[src/rtl/data_memory_pkg.sv]
// -----------------------------------------------------------------------------
// data_memory_pkg
// Shared types and constants for the data-memory subsystem.
//   PORT_WIDTH / PORT_BYTES   : width of the cache data port and its byte lanes
//   data_cache_addr_t         : byte address presented to the data cache
//   data_cache_enable_t       : per-bank enable vector
//   data_cache_arb_fsm_t      : port arbiter state encoding
//   data_cache_requester_t    : identifies the refill / load / store controllers
// -----------------------------------------------------------------------------
package data_memory_pkg;

    localparam int PORT_WIDTH   = 32;
    localparam int PORT_BYTES   = PORT_WIDTH / 8;
    localparam int ADDR_WIDTH   = 32;
    localparam int ENABLE_WIDTH = 4;

    typedef logic [ADDR_WIDTH-1:0]   data_cache_addr_t;
    typedef logic [ENABLE_WIDTH-1:0] data_cache_enable_t;

    typedef enum logic [1:0] {
        IDLE     = 2'd0,
        GRANT_RF = 2'd1,
        GRANT_LD = 2'd2,
        GRANT_ST = 2'd3
    } data_cache_arb_fsm_t;

    typedef enum logic [1:0] {
        REQ_RF = 2'd0,
        REQ_LD = 2'd1,
        REQ_ST = 2'd2
    } data_cache_requester_t;

    // Encoding of the 1-bit load/store round-robin history register.
    localparam logic LAST_LD = 1'b0;
    localparam logic LAST_ST = 1'b1;

endpackage

[src/rtl/data_cache_port_arbiter.sv]
// -----------------------------------------------------------------------------
// data_cache_port_arbiter
// Arbitrates the single data-cache port between the refill, load and store
// controllers. Refill has absolute priority; load and store alternate when both
// ask. The owner keeps the port until it raises done or holds it for
// TIMEOUT_CYCLES cycles, after which the port is forcibly released. Every
// release passes through IDLE, so there is always one bubble between owners.
//
// Ports
//   clk_i, rst_i                      clock, asynchronous active-high reset
//   {rf,ld,st}_req_i / _done_i        request / release from each controller
//   {rf,ld,st}_grant_o                registered one-hot (or zero) grant
//   {rf,ld,st}_{write,read,dirty,valid}_i, _address_i, _byte_write_i,
//   _data_i, _enable_i                per-requester cache control and data
//   cache_*_o                         owner's signals forwarded to the cache
//   timeout_o                         one-cycle pulse on forced release
//   idle_o                            high while no requester owns the port
// -----------------------------------------------------------------------------
module data_cache_port_arbiter
    import data_memory_pkg::*;
#(
    parameter int TIMEOUT_CYCLES = 64
) (
    input  logic                    clk_i,
    input  logic                    rst_i,

    input  logic                    rf_req_i,
    input  logic                    ld_req_i,
    input  logic                    st_req_i,
    input  logic                    rf_done_i,
    input  logic                    ld_done_i,
    input  logic                    st_done_i,
    output logic                    rf_grant_o,
    output logic                    ld_grant_o,
    output logic                    st_grant_o,

    input  logic                    rf_write_i,
    input  logic                    rf_read_i,
    input  logic                    rf_dirty_i,
    input  logic                    rf_valid_i,
    input  data_cache_addr_t        rf_address_i,
    input  logic [PORT_BYTES-1:0]   rf_byte_write_i,
    input  logic [PORT_WIDTH-1:0]   rf_data_i,
    input  data_cache_enable_t      rf_enable_i,

    input  logic                    ld_write_i,
    input  logic                    ld_read_i,
    input  logic                    ld_dirty_i,
    input  logic                    ld_valid_i,
    input  data_cache_addr_t        ld_address_i,
    input  logic [PORT_BYTES-1:0]   ld_byte_write_i,
    input  logic [PORT_WIDTH-1:0]   ld_data_i,
    input  data_cache_enable_t      ld_enable_i,

    input  logic                    st_write_i,
    input  logic                    st_read_i,
    input  logic                    st_dirty_i,
    input  logic                    st_valid_i,
    input  data_cache_addr_t        st_address_i,
    input  logic [PORT_BYTES-1:0]   st_byte_write_i,
    input  logic [PORT_WIDTH-1:0]   st_data_i,
    input  data_cache_enable_t      st_enable_i,

    output logic                    cache_write_o,
    output logic                    cache_read_o,
    output logic                    cache_dirty_o,
    output logic                    cache_valid_o,
    output data_cache_addr_t        cache_address_o,
    output logic [PORT_BYTES-1:0]   cache_byte_write_o,
    output logic [PORT_WIDTH-1:0]   cache_data_o,
    output data_cache_enable_t      cache_enable_o,

    output logic                    timeout_o,
    output logic                    idle_o
);

    localparam int               CNT_W    = $clog2(TIMEOUT_CYCLES + 1);
    localparam logic [CNT_W-1:0] CNT_LAST = CNT_W'(TIMEOUT_CYCLES - 1);
    localparam logic [CNT_W-1:0] CNT_MAX  = '1;

    data_cache_arb_fsm_t state_q, state_d;
    logic [CNT_W-1:0]    hold_cnt_q;
    logic                last_served_q, last_served_d;
    logic                owner_done;
    logic                force_release;

    always_ff @(posedge clk_i or posedge rst_i) begin
        if (rst_i) begin
            state_q       <= IDLE;
            hold_cnt_q    <= '0;
            last_served_q <= LAST_ST;
        end else begin
            state_q       <= state_d;
            last_served_q <= last_served_d;
            // The count is held at zero in IDLE, so it is always clear on
            // entry to a grant state; it saturates rather than wrapping.
            if (state_q == IDLE)
                hold_cnt_q <= '0;
            else if (!owner_done && hold_cnt_q != CNT_MAX)
                hold_cnt_q <= hold_cnt_q + 1'b1;
        end
    end

    always_comb begin
        state_d       = state_q;
        last_served_d = last_served_q;
        owner_done    = 1'b0;
        force_release = 1'b0;

        case (state_q)
            GRANT_RF: owner_done = rf_done_i;
            GRANT_LD: owner_done = ld_done_i;
            GRANT_ST: owner_done = st_done_i;
            default:  owner_done = 1'b0;
        endcase

        // done in the final allowed cycle wins over the timeout.
        force_release = (state_q != IDLE) && !owner_done && (hold_cnt_q == CNT_LAST);

        if (state_q == IDLE) begin
            if (rf_req_i) begin
                state_d = GRANT_RF;
            end else if (ld_req_i && (!st_req_i || last_served_q == LAST_ST)) begin
                state_d       = GRANT_LD;
                last_served_d = LAST_LD;
            end else if (st_req_i) begin
                state_d       = GRANT_ST;
                last_served_d = LAST_ST;
            end
        end else if (owner_done || force_release) begin
            state_d = IDLE;
        end
    end

    assign rf_grant_o = (state_q == GRANT_RF);
    assign ld_grant_o = (state_q == GRANT_LD);
    assign st_grant_o = (state_q == GRANT_ST);
    assign idle_o     = (state_q == IDLE);
    assign timeout_o  = force_release;

    always_comb begin
        cache_write_o      = 1'b0;
        cache_read_o       = 1'b0;
        cache_dirty_o      = 1'b0;
        cache_valid_o      = 1'b0;
        cache_address_o    = '0;
        cache_byte_write_o = '0;
        cache_data_o       = '0;
        cache_enable_o     = '0;
        case (state_q)
            GRANT_RF: begin
                cache_write_o      = rf_write_i;
                cache_read_o       = rf_read_i;
                cache_dirty_o      = rf_dirty_i;
                cache_valid_o      = rf_valid_i;
                cache_address_o    = rf_address_i;
                cache_byte_write_o = rf_byte_write_i;
                cache_data_o       = rf_data_i;
                cache_enable_o     = rf_enable_i;
            end
            GRANT_LD: begin
                cache_write_o      = ld_write_i;
                cache_read_o       = ld_read_i;
                cache_dirty_o      = ld_dirty_i;
                cache_valid_o      = ld_valid_i;
                cache_address_o    = ld_address_i;
                cache_byte_write_o = ld_byte_write_i;
                cache_data_o       = ld_data_i;
                cache_enable_o     = ld_enable_i;
            end
            GRANT_ST: begin
                cache_write_o      = st_write_i;
                cache_read_o       = st_read_i;
                cache_dirty_o      = st_dirty_i;
                cache_valid_o      = st_valid_i;
                cache_address_o    = st_address_i;
                cache_byte_write_o = st_byte_write_i;
                cache_data_o       = st_data_i;
                cache_enable_o     = st_enable_i;
            end
            default: ;
        endcase
    end

endmodule

[config.mk]
export PLATFORM = sky130hd
export DESIGN_NAME = data_cache_port_arbiter
export DESIGN_NICKNAME = d
export VERILOG_FILES = /design/src/rtl/data_memory_pkg.sv /design/src/rtl/data_cache_port_arbiter.sv
export SDC_FILE = /design/constraint.sdc
export NUM_CORES = 1
export LEC_CHECK = 0
export BUFFER_PORTS_ARGS = -buffer_cell sky130_fd_sc_hd__buf_4
export CAP_MARGIN = 0
export CORE_AREA = 8 8 118 120
export CTS_CLUSTER_DIAMETER = 60
export DETAILED_ROUTE_END_ITERATION = 10
export DIE_AREA = 0 0 126 128
export HOLD_SLACK_MARGIN = 0.06
export PLACE_DENSITY = 0.51
export SYNTH_ARGS = -nofsm -noshare
export SYNTH_HDL_FRONTEND = slang
export SYNTH_SLANG_ARGS = --single-unit
[constraint.sdc]
create_clock -name clk_i -period 3.8 [get_ports clk_i]
set_input_delay 0.19 -clock clk_i [delete_from_list [all_inputs] [get_ports clk_i]]
set_output_delay 0.19 -clock clk_i [all_outputs]
set_load 0.01 [all_outputs]
* Word-level counts from Yosys, hierarchy flattened *
Index checks and enable logic that the tools add are counted.

word-level totals
  bits in registers = 10
  latch bits = 0
  bits in writable memories = 0
  bits in read-only memories = 0
  output and inout bits = 81
  logic and storage cells = 44
  memories kept = 0

operators by class
  add/subtract/negate cells = 1
  multiply operators = 0
  divide/modulo/power cells = 0
  $lt $le $gt $ge = 0
  equal/unequal tests = 6
  shifts and indexed selects = 0
  muxes and demuxes = 18
  bitwise operators = 1
  reductions and logical operators = 15

operators with widths
  operator               count
  $pmux W32 S3           2
  $pmux W4 S3            2
  $pmux W1 S3            5
  $mux W7                2
  $mux W2                5
  $reduce_bool A2 Y1     4
  $add A7 B1 Y7 const B  1
  $eq A7 B6 Y1 const B   1
  $ne A7 B7 Y1 const B   1
  $eq A2 B2 Y1 const B   2
  $logic_and A1 B1 Y1    4
  $ne A4 B3 Y1 const B   1
  $reduce_and A3 Y1      1
  $eq A2 B1 Y1 const B   1
  $logic_not A1 Y1       2
  $logic_not A2 Y1       1
  $logic_or A1 B1 Y1     2
  $mux W1                2
  $reduce_and A2 Y1      1
  $not A1 Y1             1

* Logic depth before layout (Yosys ltp) *
  word-level depth = 8
  mapped depth = 7

* Worst setup path before layout *
Ideal clock, no wire load.

  path kind = flip-flop to flip-flop
  start = register hold_cnt_q[0]
  end = register hold_cnt_q[3]
  library setup time = 0.077 ns
  arrival = 1.712 ns
  path slack = 2.010 ns
  cell stages (with the launch flop) = 7
  path buffers = 1
  clock period less this slack = 1.790 ns
  cell sequence = dfrtp_1 > ha_1 > and3_1 > and4_1 > clkbuf_1 > or4_1 > a21oi_1

between the ends
  word-level cells in the longest chain between the ends = 3
  elaborated cells between the ends (all ways) = 6
  classes of those cells = 1 x add/sub; 1 x eq/ne; 2 x mux; 2 x reduce/logical

RTL lines
  element                                                line                                                           RTL
  from (decl)                                            data_cache_port_arbiter.sv:82                                  logic [CNT_W-1:0] hold_cnt_q;
  from (signal assigned)                                 data_cache_port_arbiter.sv:100                                 hold_cnt_q <= hold_cnt_q + 1'b1;
  $add A7 B1 Y7 / $ne A7 B7 Y1 (equally long branches)   data_cache_port_arbiter.sv:100, data_cache_port_arbiter.sv:99
  $mux W7 / $logic_and A1 B1 Y1 (equally long branches)  data_cache_port_arbiter.sv:99                                  else if (!owner_done && hold_cnt_q != CNT_MAX)
  $mux W7 / $reduce_bool A2 Y1 (equally long branches)   --

Several ways; a longest one is shown, not always the timed one. The select of a mux whose other input is x is not followed.
A chain may end at the register's enable or synchronous reset.

* Worst setup path after layout *
  start = register state_q[1]
  end = output cache_address_o[0]

between the ends
  word-level cells in the longest chain between the ends = 2
  elaborated cells between the ends (all ways) = 4
  classes of those cells = 3 x eq/ne; 1 x mux

RTL lines
  element                                              line                            RTL
  from (decl)                                          data_cache_port_arbiter.sv:81   data_cache_arb_fsm_t state_q, state_d;
  from (signal assigned)                               data_cache_port_arbiter.sv:93   state_q <= state_d;
  $eq A2 B2 Y1 / $eq A2 B1 Y1 (equally long branches)  data_cache_port_arbiter.sv:150  case (state_q)
  $pmux W32 S3 *                                       data_cache_port_arbiter.sv:150
  to (decl)                                            data_cache_port_arbiter.sv:68   output data_cache_addr_t cache_address_o,

Mark *: on every way between the ends. The rest lies on a longest branch, timed or not.

==> metrics.yaml <==
sta:
  worst_hold_slack_ps: 126
  slew_headroom_pct: 53.1
  finalMaxSlewViolations: 0
  worstMarginPinSlew_ps: 703
  hold_viol_final: 0
  worst_slack_ps: 1430
  finalClockSkew_ps: 0.765
  fmax_ghz: 0.422
  rsz0062_at_grt: "false"
  min_period_ps: 2370
  period_share_pct: 62.4
  setup_tns_ps: 0
  setup_viol: 0
cts:
  cts_sinks: 10
  postCtsSetupRepairBufs: 0
  cts_inserted_buffers: 3
  worstSkewPairLatency_ps: 230
  cts_buffer_depth: 2
  clock-root-buffer: "clkbuf_16"
  path_clk_slew_ps: 40
  cts_hold_buf: 1
  post_cts_resize_count: 0
  cts_max_level: 1
  cts_tree: "done"
place:
  placedInstanceArea_mm2: 0.00461
  placed_cells: 758
  dp.final_hpwl_um: 12100
  place_ws_ps: 1670
  port_buffers: 316
  gp_congestion: 0.917
power_and_ir_drop:
  irDropWorstVdd_uv: 281
  p_leak_nw: 2.31
  p_total_mw: 2.62
  powerDensity_mw_per_mm2: 556
global_route:
  grt_overflow: 0
  grt_max_degree: 60
  grtUsageTotal_pct: 15.8
  antenna_found_initial: 0
  grt_pass1_vias: 3630
  grt_pass1_wl_um: 20400
floorplan:
  die_x_um: 126
  start_util_pct: 17.3
  row_count: 41
  fp.coreArea_mm2: 0.0122
  ios: 317
  die_area_mm2: 0.0161
  die_y_um: 128
routing:
  wl_per_cell_um: 18.6
  viasPerCell: 4.55
  drt_pass1_iterations: 4
  drt_iter0_markers: 169
  antenna_left: 0
  vias: 3475
  drc: 0
  wl_um: 14200
synth:
  synthesis.nets: 553
  synth_largest_area_cell: "mux2i_1"
  synth_ff_type: "dfrtp_1"
  synth_top_area_share_pct: 36.9
  yosysSeqAreaShare_pct: 11.9
  synth_warnings: 0
  synthArstFlopShare_pct: 100
  synth_cells: 316
  synth_cell_type_count: 37
  synth_enable_flop_cells: 0
  avgSynthCellArea_um2: 6.69
  synth-seq-cells: 10
  netlist_area_mm2: 0.00211
  yosys-top-cells-area: "mux2i_1 (37%), o21ai_1 (19%), nand2_1 (14%)"
finish:
  multiInputGateArea_mm2: 0.00173
  design_area_mm2: 0.00471
  finalNonFillerCells: 763
  finish.utilization_pct: 38.6
  syn_to_final_growth_pct: 123
  final_nets: 851
  regArea_um2: 255
  drive_above_1_share_pct: 54.0
  fillers: 1286
  n_antenna_cell: 0
critical_path:
  slowest_delay_ps: 600
  cp_num_buf_inv: 2
  endpoint_kind: "output pin"
  cp_slowest_cell: "dfrtp_4"
  required_ps: 3610
  worstSetupPathType: "reg2out"
  crit_fanout: 59
  crit_family: "simple AND/OR/NAND/NOR gates"
  crit_path_start_kind: "flip-flop"
  crit_arrival_ps: 2180
  path_cells: "nor2b_4 > buf_12 > nand2_1 > o21ai_1 > buf_4"
run_status:
  status: "complete, no violations"
flow_run:
  cap_violations: 0
hold_path:
  hold_path_class: "in2reg"
==> metal layers <==
metal	vias to the layer above	GRT usage (%)	part of all wire (%)
met1	1553	17.1	38
met5	-	0	0
li1	1717	-	-
met2	191	29.4	52
met3	14	5.53	9.7
met4	0	2.76	1.2
==> placed cells by master (no fill, tap or decap), types with 3 or more instances in the layout <==
cell	instances
buf_4	319
o21ai_1	80
nand2_1	79
mux2i_1	78
dfrtp_1	8
a21oi_1	5
inv_1	4
nor2_1	3
clkbuf_16	3
==> area by class of cell <==
| type | instances | area share (%) |
|---|---|---|
| sequential | 10 | 5.42 |
| multi-input combinational | 272 | 36.8 |
| clock buffer | 4 | 1.89 |
| tap | 150 | 3.98 |
| inverter | 6 | 0.478 |
| timing repair buffer | 321 | 51.5 |
==> cells in the mapped netlist, types with 2 or more instances <==
master,instances
a21boi_0,2
a21oi_1,5
buf_2,3
clkbuf_1,23
dfrtp_1,9
inv_1,4
inv_2,2
mux2i_1,78
nand2_1,79
nand3_1,2
nor2_1,3
o21ai_0,2
o21ai_1,80
==> flip-flops by register name, indices dropped and copies added, names as in the netlist <==
| signal | flops |
|---|---|
| last_served_q | 1 |
| state_q | 2 |
| hold_cnt_q | 7 |
==> cell families (layout without fill, tap and decap cells) <==
logic type / Yosys count / after routing / share of synthesized area [%]
mux: 79 / 79 / 37.6
simple gates: 94 / 94 / 18.2
buf+inv: 34 / 331 / 6.57
flops: 10 / 10 / 11.9
compound gates: 98 / 98 / 25.1
fa+ha+maj: 1 / 1 / 0.592
==> power breakdown <==
part           internal [mW]  switching (mW)  total, mW
Sequential             0.141          0.0604      0.201
Clock                  0.158          0.0479      0.206
Combinational           1.08            1.13       2.21
Total                   1.38            1.24       2.62
==> worst paths after layout <==
check | to | depth (start not counted) | slack, ps | start
min reg2reg | hold_cnt_q[2]$_DFFE_PP0P_ | 1 | 510 | hold_cnt_q[2]$_DFFE_PP0P_
max | cache_address_o[0] | 5 | 1430 | state_q[1]$_DFFE_PP0P_
min in group asynchronous | hold_cnt_q[2]$_DFFE_PP0P_ | 3 | 500 | rst_i
max reg2reg | hold_cnt_q[3]$_DFFE_PP0P_ | 4 | 1830 | state_q[1]$_DFFE_PP0P_
min | last_served_q$_DFFE_PP1P_ | 2 | 130 | ld_req_i
max in group asynchronous | last_served_q$_DFFE_PP1P_ | 3 | 2990 | rst_i
==> worst register-to-register path, stage by stage (launching register included) <==
cell and delay, ps:
dfrtp_4 600, mux2_4 360, a22o_4 290, or4_1 500, a21oi_1 150
(Power assumes the default switching activity.)
